[src/rtl/serial_add_sub.sv]
// serial_add_sub: digit-serial two's-complement adder/subtractor.
// Processes DIGIT bits per clock over NDIG = WIDTH/DIGIT cycles using a single
// DIGIT-wide adder slice. Result and flags are held between done pulses.
//
// Ports:
//   clk        rising-edge clock
//   reset      asynchronous, active-high reset
//   start      request, sampled only while ready=1
//   mode       0 = add (a+b), 1 = subtract (a+~b+1)
//   a, b       operands, captured on an accepted start
//   ready      high when a start will be accepted
//   done       one-cycle pulse when result/flags update
//   result     sum/difference, held until the next done
//   c_out      carry out of the MSB (subtract: 1 = no borrow)
//   over_flow  signed overflow
//   zero       result == 0
//   neg        result MSB
//
// Optional build macro: SERIAL_ADD_SUB_SAT_EN clamps the result to the most
// positive/negative value on signed overflow instead of wrapping.
// WIDTH must be a multiple of DIGIT and at least 2*DIGIT.

module serial_add_sub #(
   parameter int unsigned WIDTH = 16,
   parameter int unsigned DIGIT = 4
) (
   input  logic             clk,
   input  logic             reset,
   input  logic             start,
   input  logic             mode,
   input  logic [WIDTH-1:0] a,
   input  logic [WIDTH-1:0] b,
   output logic             ready,
   output logic             done,
   output logic [WIDTH-1:0] result,
   output logic             c_out,
   output logic             over_flow,
   output logic             zero,
   output logic             neg
);

   localparam int unsigned NDIG  = WIDTH / DIGIT;
   localparam int unsigned CNT_W = (NDIG > 1) ? $clog2(NDIG) : 1;

   typedef enum logic {IDLE, RUN} state_t;

   state_t                 r_state;
   logic [WIDTH-1:0]       r_a;
   logic [WIDTH-1:0]       r_b;
   logic [WIDTH-DIGIT-1:0] r_part;
   logic                   r_carry;
   logic [CNT_W-1:0]       r_cnt;
   logic                   r_ready;
   logic                   r_done;
   logic [WIDTH-1:0]       r_result;
   logic                   r_c_out;
   logic                   r_ovf;
   logic                   r_zero;
   logic                   r_neg;

   logic [DIGIT:0]         w_sum;
   logic [WIDTH-1:0]       w_res_wrap;
   logic [WIDTH-1:0]       w_res;
   logic                   w_ovf;
   logic                   w_last;

   // Shared digit slice: operands shift right so the active digit is always at the bottom.
   assign w_sum = {1'b0, r_a[DIGIT-1:0]} + {1'b0, r_b[DIGIT-1:0]} + (DIGIT+1)'(r_carry);

   // Partial result enters from the top; on the final digit this is the full word.
   assign w_res_wrap = {w_sum[DIGIT-1:0], r_part};

   // Carry into the MSB is recovered from the MSB sum bit and the operand MSBs.
   assign w_ovf = w_sum[DIGIT] ^ (r_a[DIGIT-1] ^ r_b[DIGIT-1] ^ w_sum[DIGIT-1]);

`ifdef SERIAL_ADD_SUB_SAT_EN
   // Clamp direction follows the sign of A, which overflow shares with the true result.
   assign w_res = !w_ovf       ? w_res_wrap :
                  r_a[DIGIT-1] ? {1'b1, {(WIDTH-1){1'b0}}} :
                                 {1'b0, {(WIDTH-1){1'b1}}};
`else
   assign w_res = w_res_wrap;
`endif

   assign w_last = (r_cnt == CNT_W'(NDIG - 1));

   // Control FSM and datapath registers.
   always_ff @(posedge clk or posedge reset) begin
      if (reset) begin
         r_state  <= IDLE;
         r_a      <= '0;
         r_b      <= '0;
         r_part   <= '0;
         r_carry  <= 1'b0;
         r_cnt    <= '0;
         r_ready  <= 1'b1;
         r_done   <= 1'b0;
         r_result <= '0;
         r_c_out  <= 1'b0;
         r_ovf    <= 1'b0;
         r_zero   <= 1'b1;
         r_neg    <= 1'b0;
      end else begin
         r_done <= 1'b0;
         case (r_state)
            IDLE: begin
               if (start) begin
                  r_a     <= a;
                  r_b     <= mode ? ~b : b;
                  r_carry <= mode;
                  r_cnt   <= '0;
                  r_part  <= '0;
                  r_ready <= 1'b0;
                  r_state <= RUN;
               end
            end
            RUN: begin
               r_a     <= r_a >> DIGIT;
               r_b     <= r_b >> DIGIT;
               r_carry <= w_sum[DIGIT];
               r_part  <= w_res_wrap[WIDTH-1:DIGIT];
               r_cnt   <= r_cnt + CNT_W'(1);
               if (w_last) begin
                  r_result <= w_res;
                  r_c_out  <= w_sum[DIGIT];
                  r_ovf    <= w_ovf;
                  r_zero   <= (w_res == '0);
                  r_neg    <= w_res[WIDTH-1];
                  r_done   <= 1'b1;
                  r_ready  <= 1'b1;
                  r_state  <= IDLE;
               end
            end
         endcase
      end
   end

   assign ready     = r_ready;
   assign done      = r_done;
   assign result    = r_result;
   assign c_out     = r_c_out;
   assign over_flow = r_ovf;
   assign zero      = r_zero;
   assign neg       = r_neg;

endmodule

[config.mk]
export PLATFORM = sky130hd
export DESIGN_NAME = serial_add_sub
export DESIGN_NICKNAME = d
export VERILOG_FILES = /design/src/rtl/serial_add_sub.sv
export SDC_FILE = /design/constraint.sdc
export NUM_CORES = 1
export LEC_CHECK = 0
export CAP_MARGIN = 20
export CORE_MARGIN = 1
export CORE_UTILIZATION = 39
export CTS_CLUSTER_DIAMETER = 150
export DETAILED_ROUTE_END_ITERATION = 16
export GPL_ROUTABILITY_DRIVEN = 0
export GPL_TIMING_DRIVEN = 0
export MAX_ROUTING_LAYER = met4
export SLEW_MARGIN = 20
export SYNTH_ARGS = -nofsm -noshare
export SYNTH_HDL_FRONTEND = slang
export SYNTH_SLANG_ARGS = --single-unit
[constraint.sdc]
create_clock -name clk -period 2.3 [get_ports clk]
set_input_delay 0.345 -clock clk [delete_from_list [all_inputs] [get_ports clk]]
set_output_delay 0.345 -clock clk [all_outputs]
set_load 0.03 [all_outputs]
Word level (Yosys, flattened, before mapping). Index checks and enable logic that the tools add are counted. W data, S select, Z words.

Flip-flop bits (word level): 70. Latch bits: 0. Bits in writable memories: 0. Bits in read-only memories: 0. Input bits: 36. Output and inout port bits: 22. Logic and storage cells: 46. Memories kept: 0.

Add/sub/neg operators: 3. Multiply operators: 0. Div/mod/pow operators: 0. Magnitude comparators: 0. Equal/unequal tests: 3. Shifts and indexed selects: 0. Mux-type cells: 19. Bitwise gates (word level): 5. Reductions and logical operators: 3.

Operators with widths (count): $pmux W16 S2 (2); $mux W16 (3); $pmux W12 S2 (1); $logic_not A16 Y1 (1); $not A16 Y16 (1); $mux W12 (1); $mux W1 (7); $pmux W1 S2 (3); $add A4 B4 Y5 (1); $add A5 B1 Y5 (1); $pmux W2 S2 (1); $reduce_and A2 Y1 (2); $xor A1 B1 Y1 (3); $add A2 B1 Y2 const B (1); $eq A2 B2 Y1 const B (1); $mux W2 (1); $ne A2 B1 Y1 const B (1); $ne A2 B2 Y1 const B (1); $not A1 Y1 (1).

Logic depth before layout (Yosys ltp).
Depth after elaboration: 4. Depth in mapped cells: 8. Depth with buffers taken out: 8.

Worst setup path before layout. OpenSTA, ideal clock, no wires.

Path type: register to register. From: register r_a[0]. To: register r_zero (netlist: zero). Setup time: 86 ps. Data arrival time: 1823 ps. Data required time: 2214 ps. Setup slack: 391 ps. Stages on the path, launching flop included: 8. Buffers on the path: 0. Period minus slack after synthesis: 1909 ps. Cells stage by stage: dfrtp_1 > inv_1 > fa_1 > inv_1 > fa_1 > nor4b_1 > nand4_1 > o31ai_2.

Longest elaborated chain between the ends: 3.

Ends and longest elaborated chain: start: declaration (RTL line 48) `logic [WIDTH-1:0] r_a;`; start signal: assignment (RTL line 118) `r_a <= r_a >> DIGIT;`; $add A4 B4 Y5 (RTL line 68) `assign w_sum = {1'b0, r_a[DIGIT-1:0]} + {1'b0, r_b[DIGIT-1:0]} + (DIGIT+1)'(r_carry);`; $add A5 B1 Y5 (RTL line 68); net w_sum[1] (RTL line 61) `logic [DIGIT:0] w_sum;`; $logic_not A16 Y1 (RTL line 127) `r_zero <= (w_res == '0);`; end signal: assignment (RTL line 127); end: declaration (RTL line 58) `logic r_zero;`.

The timed path passes the listed nets, and every way through them passes these cells. A chain may end at the register's enable or synchronous reset.

Worst setup path after layout. Ends and elaborated chain as after synthesis.

==> impl_results.md <==
* Run status: complete, no violations
* Most used cells in the layout excluding fill and tap cells: 67 x sky130_fd_sc_hd__dfrtp_1, 55 x sky130_fd_sc_hd__clkdlybuf4s50_1, 50 x sky130_fd_sc_hd__nand2_1, 48 x sky130_fd_sc_hd__o21ai_0, 18 x sky130_fd_sc_hd__mux2i_1
* Leakage power total at ~1.8 nW
* Die span in x at around 93 microns
* Final worst-path setup slack at 0.139 ns
* Dominant combinational cell family by area after synthesis: simple AND/OR/NAND/NOR gates
* Via count at approximately 2300
* Clock tree skew after final layout at between 0.007 and 0.008 ns
* Net total in the final layout at ~400
* Critical path capture point type: flip-flop
* DRT Pass-1 Iters at 4
* Net count after synthesis at 340
* Most frequent standard cell in the layout excluding fill and tap cells: sky130_fd_sc_hd__dfrtp_1
* Post-synth EDFFs at 0
* Number of core rows at 32
* Critical-path cell with the highest stage delay: sky130_fd_sc_hd__fa_1
* Post-synthesis compound-gate area fraction at between 10% and 20%
* Share of flip-flops with an asynchronous set or reset after synthesis at 100%
* Number of routed nets with antenna violations at 0
* Clk_lat worst skew at ~0.35 ns
* Number of maximum-capacitance violations at 0
* Relative slew slack at 70.4%
* Time the final worst path needs with I/O delays and setup at between 2 and 2.5 ns
* First-pass GRT wire length at 11600 microns
* Total inserted antenna cells at 0
* Clock slew at the register clock pins of the worst setup and hold paths at ~0.080 ns
* Slew @ Worst Pin at about 0.44 ns
* Worst EP required at ~2.6 ns
* Xor/xnor cell area share of the yosys netlist at 5.20%
* Per-instance average area after synthesis at about 11 sq um
* Worst hold path type: in -> async
* Total routing usage reported by global routing at a little under a fifth
* Synthesized netlist cell count at just under 300
* Total CTS buffers at 9
* Seq/Total Area, Yosys at around 54%
* Die Outline Area at about 8600 sq um
* Post-CTS sizing at 0
* I/O pins at 58
* Starting Density at 40.8%
* Setup slack at placement at between 0.15 and 0.2 ns
* Post-synth cell types at 33
* Worst IR Drop VDD at around 470 uV
* Summed instance area of the synthesized netlist at roughly 3200 sq um
* Adder-cell share of the synthesized area at approximately 2.8%
* Number of antenna violations at the first check in global routing at 0
* # port buffers at between 50 and 60
* Area fraction in and, or, nand and nor cells after synthesis at between 10% and 20%
* Number of buffers between clock root and the deepest sink at 2
* Pin count of the biggest net entering global routing at 37
* Number of global-route vias before repair at roughly 2400
* Launching element type of the critical path: flip-flop
* Number of hold-slack violations in the final timing report at 0
* Synth Flop Type: sky130_fd_sc_hd__dfrtp_1
* Clock root buffer master: sky130_fd_sc_hd__clkbuf_8
* Largest fanout of any net on the critical path at 3
* Congestion Overflow GR at 0
* Hold-fix buffers, CTS at 0
* Number of buffers and inverters on the critical path at 2
* Level count of the clock H-tree at 3
* Fraction of the cycle the final worst path needs at 94.0%
* Worst EP arrival at between 2 and 2.5 ns
* Growth of design area from synthesis to finish at 28.6%
* Maximum clock frequency at approximately 460 MHz
* Synth Register Bits at 69
* Slew Limit Fails at 0
* RSZ-0062 raised after global routing: false
* Number of clock sinks at 69
* Number of setup violations in the final report at 0
* Routed wire length at approximately 6700 microns
* Min Hold Slack at roughly 0.35 ns
* Delay of the slowest critical-path stage at between 0.4 and 0.5 ns
* Height of the die at approximately 93 microns
* Vias/cell at about 4.9
* Placeable core area at 7850 sq um
* Kind of cell adding the most delay to the critical path: adder cells
* HPWL after DPL at roughly 4800 microns
* First-iteration detailed-routing DRC count at 93
* Power per cell area at roughly 1200 nW/um^2
* Post-CTS Setup Repair Bufs at 0
* Fraction of final layout cells with drive strength greater than 1 at between 10% and 20%
* Proportion of synthesized area in mux cells at between 10% and 20%
* CTS tree: yes
* CP Class: reg -> reg
* Synthesis warning total at 0
* Detailed-route wire length per cell at ~14 microns
* Ordered list of cells on the worst path: inv_1 > fa_1 > inv_1 > fa_1 > nor4b_1 > nand4_1 > o31ai_2
* Remaining DRCs at 0
worst register-to-register path, delay by kind of cell (launching register included):
family	cells	cell delay [ns]
AOI/OAI and AO/OA	1	0.21
adders and majority gates	2	0.90
and+or+nand+nor	2	0.47
DFF	1	0.36
buffers and inverters	2	0.14
metal layers:
metal | global-route usage [%] | vias up | part of all wire [%]
met1 | 23.2 | 1114 | 48
met4 | 7.03 | 0 | 1.9
met3 | 3.94 | 11 | 3.7
li1 | - | 1137 | -
met5 | - | - | 0
met2 | 28.1 | 53 | 47
synthesized netlist by cell type (2+ instances only):
cell                       instances  area [sq um]
sky130_fd_sc_hd__xnor2_1          17           149
sky130_fd_sc_hd__clkbuf_1          3          11.3
sky130_fd_sc_hd__xor2_1            2          17.5
sky130_fd_sc_hd__buf_4             2          15.0
sky130_fd_sc_hd__ha_1              4          50.1
sky130_fd_sc_hd__buf_8             2          30.0
sky130_fd_sc_hd__mux2i_1          18           180
sky130_fd_sc_hd__o21ai_0          48           240
sky130_fd_sc_hd__a21oi_1           3          15.0
sky130_fd_sc_hd__nor4_1            2          12.5
sky130_fd_sc_hd__nand2b_1         11          68.8
sky130_fd_sc_hd__inv_1             6          22.5
sky130_fd_sc_hd__a21o_1            2          15.0
sky130_fd_sc_hd__buf_2            12          60.1
sky130_fd_sc_hd__nor2_1           12          45.0
sky130_fd_sc_hd__nand2_1          50           188
sky130_fd_sc_hd__a211oi_1          5          37.5
sky130_fd_sc_hd__mux2_2           15           169
sky130_fd_sc_hd__dfrtp_1          67          1680
sky130_fd_sc_hd__dfstp_2           2          52.6
sky130_fd_sc_hd__o21ai_1           2          10.0
sky130_fd_sc_hd__fa_1              2          40.0
sequential cells by signal (all words and copies together) (netlist names):
name       cells
r_state        1
r_b           16
result        16
zero           1
c_out          1
r_cnt          2
r_part        12
over_flow      1
r_a           16
ready          1
r_carry        1
done           1
where the power goes:
group          leakage (nW)  switching, mW  internal [mW]
Clock                 0.105          0.468          0.604
Sequential            0.887          0.313           1.70
Combinational         0.845           1.11          0.938
Total                  1.84           1.89           3.24
area by class of cell:
type,instances,area [sq um]
clock buffer,9,124
clock inverter,7,90.1
tap,102,128
fill,764,3730
buffer,20,128
multi-input combinational,202,1310
sequential,69,1730
inverter,7,33.8
timing repair buffer,56,571
per-stage QoR:
stage          setup TNS (ns)  total power [mW]  utilization, %  instances  cell area (sq um)
2_1_floorplan               0              3.36               -        298               3200
3_3_place_gp           -68.92              4.06            49.4        455               3880
3_5_place_dp                0              4.12            49.7        456               3900
4_1_cts                     0              5.19            52.5        472               4120
5_1_grt                     0              5.48            52.5        472               4120
6_report                    0              5.13            52.5        472               4120
final timing paths:
path	startpoint	endpoint	slack, ns	cells after the start
max in group asynchronous	reset	ready$_DFFE_PP1P_	1.34	3
worst max register to register	r_a[0]$_DFFE_PP0P_	zero$_DFFE_PP1P_	0.14	7
worst max-delay path	r_a[0]$_DFFE_PP0P_	zero$_DFFE_PP1P_	0.14	7
min in group clk	start	r_state$_DFF_PP0_	0.40	3
worst min-delay path	reset	r_a[7]$_DFFE_PP0P_	0.35	2
worst min register to register	ready$_DFFE_PP1P_	ready$_DFFE_PP1P_	0.48	2
kinds of logic after synthesis:
family	count (synthesis)
buffers and inverters	27
DFF	69
and+or+nand+nor	81
adders and majority gates	6
muxes	33
AOI/OAI and AO/OA	63
xor gates and xnor gates	19
Power figures use the tool's default switching activity.
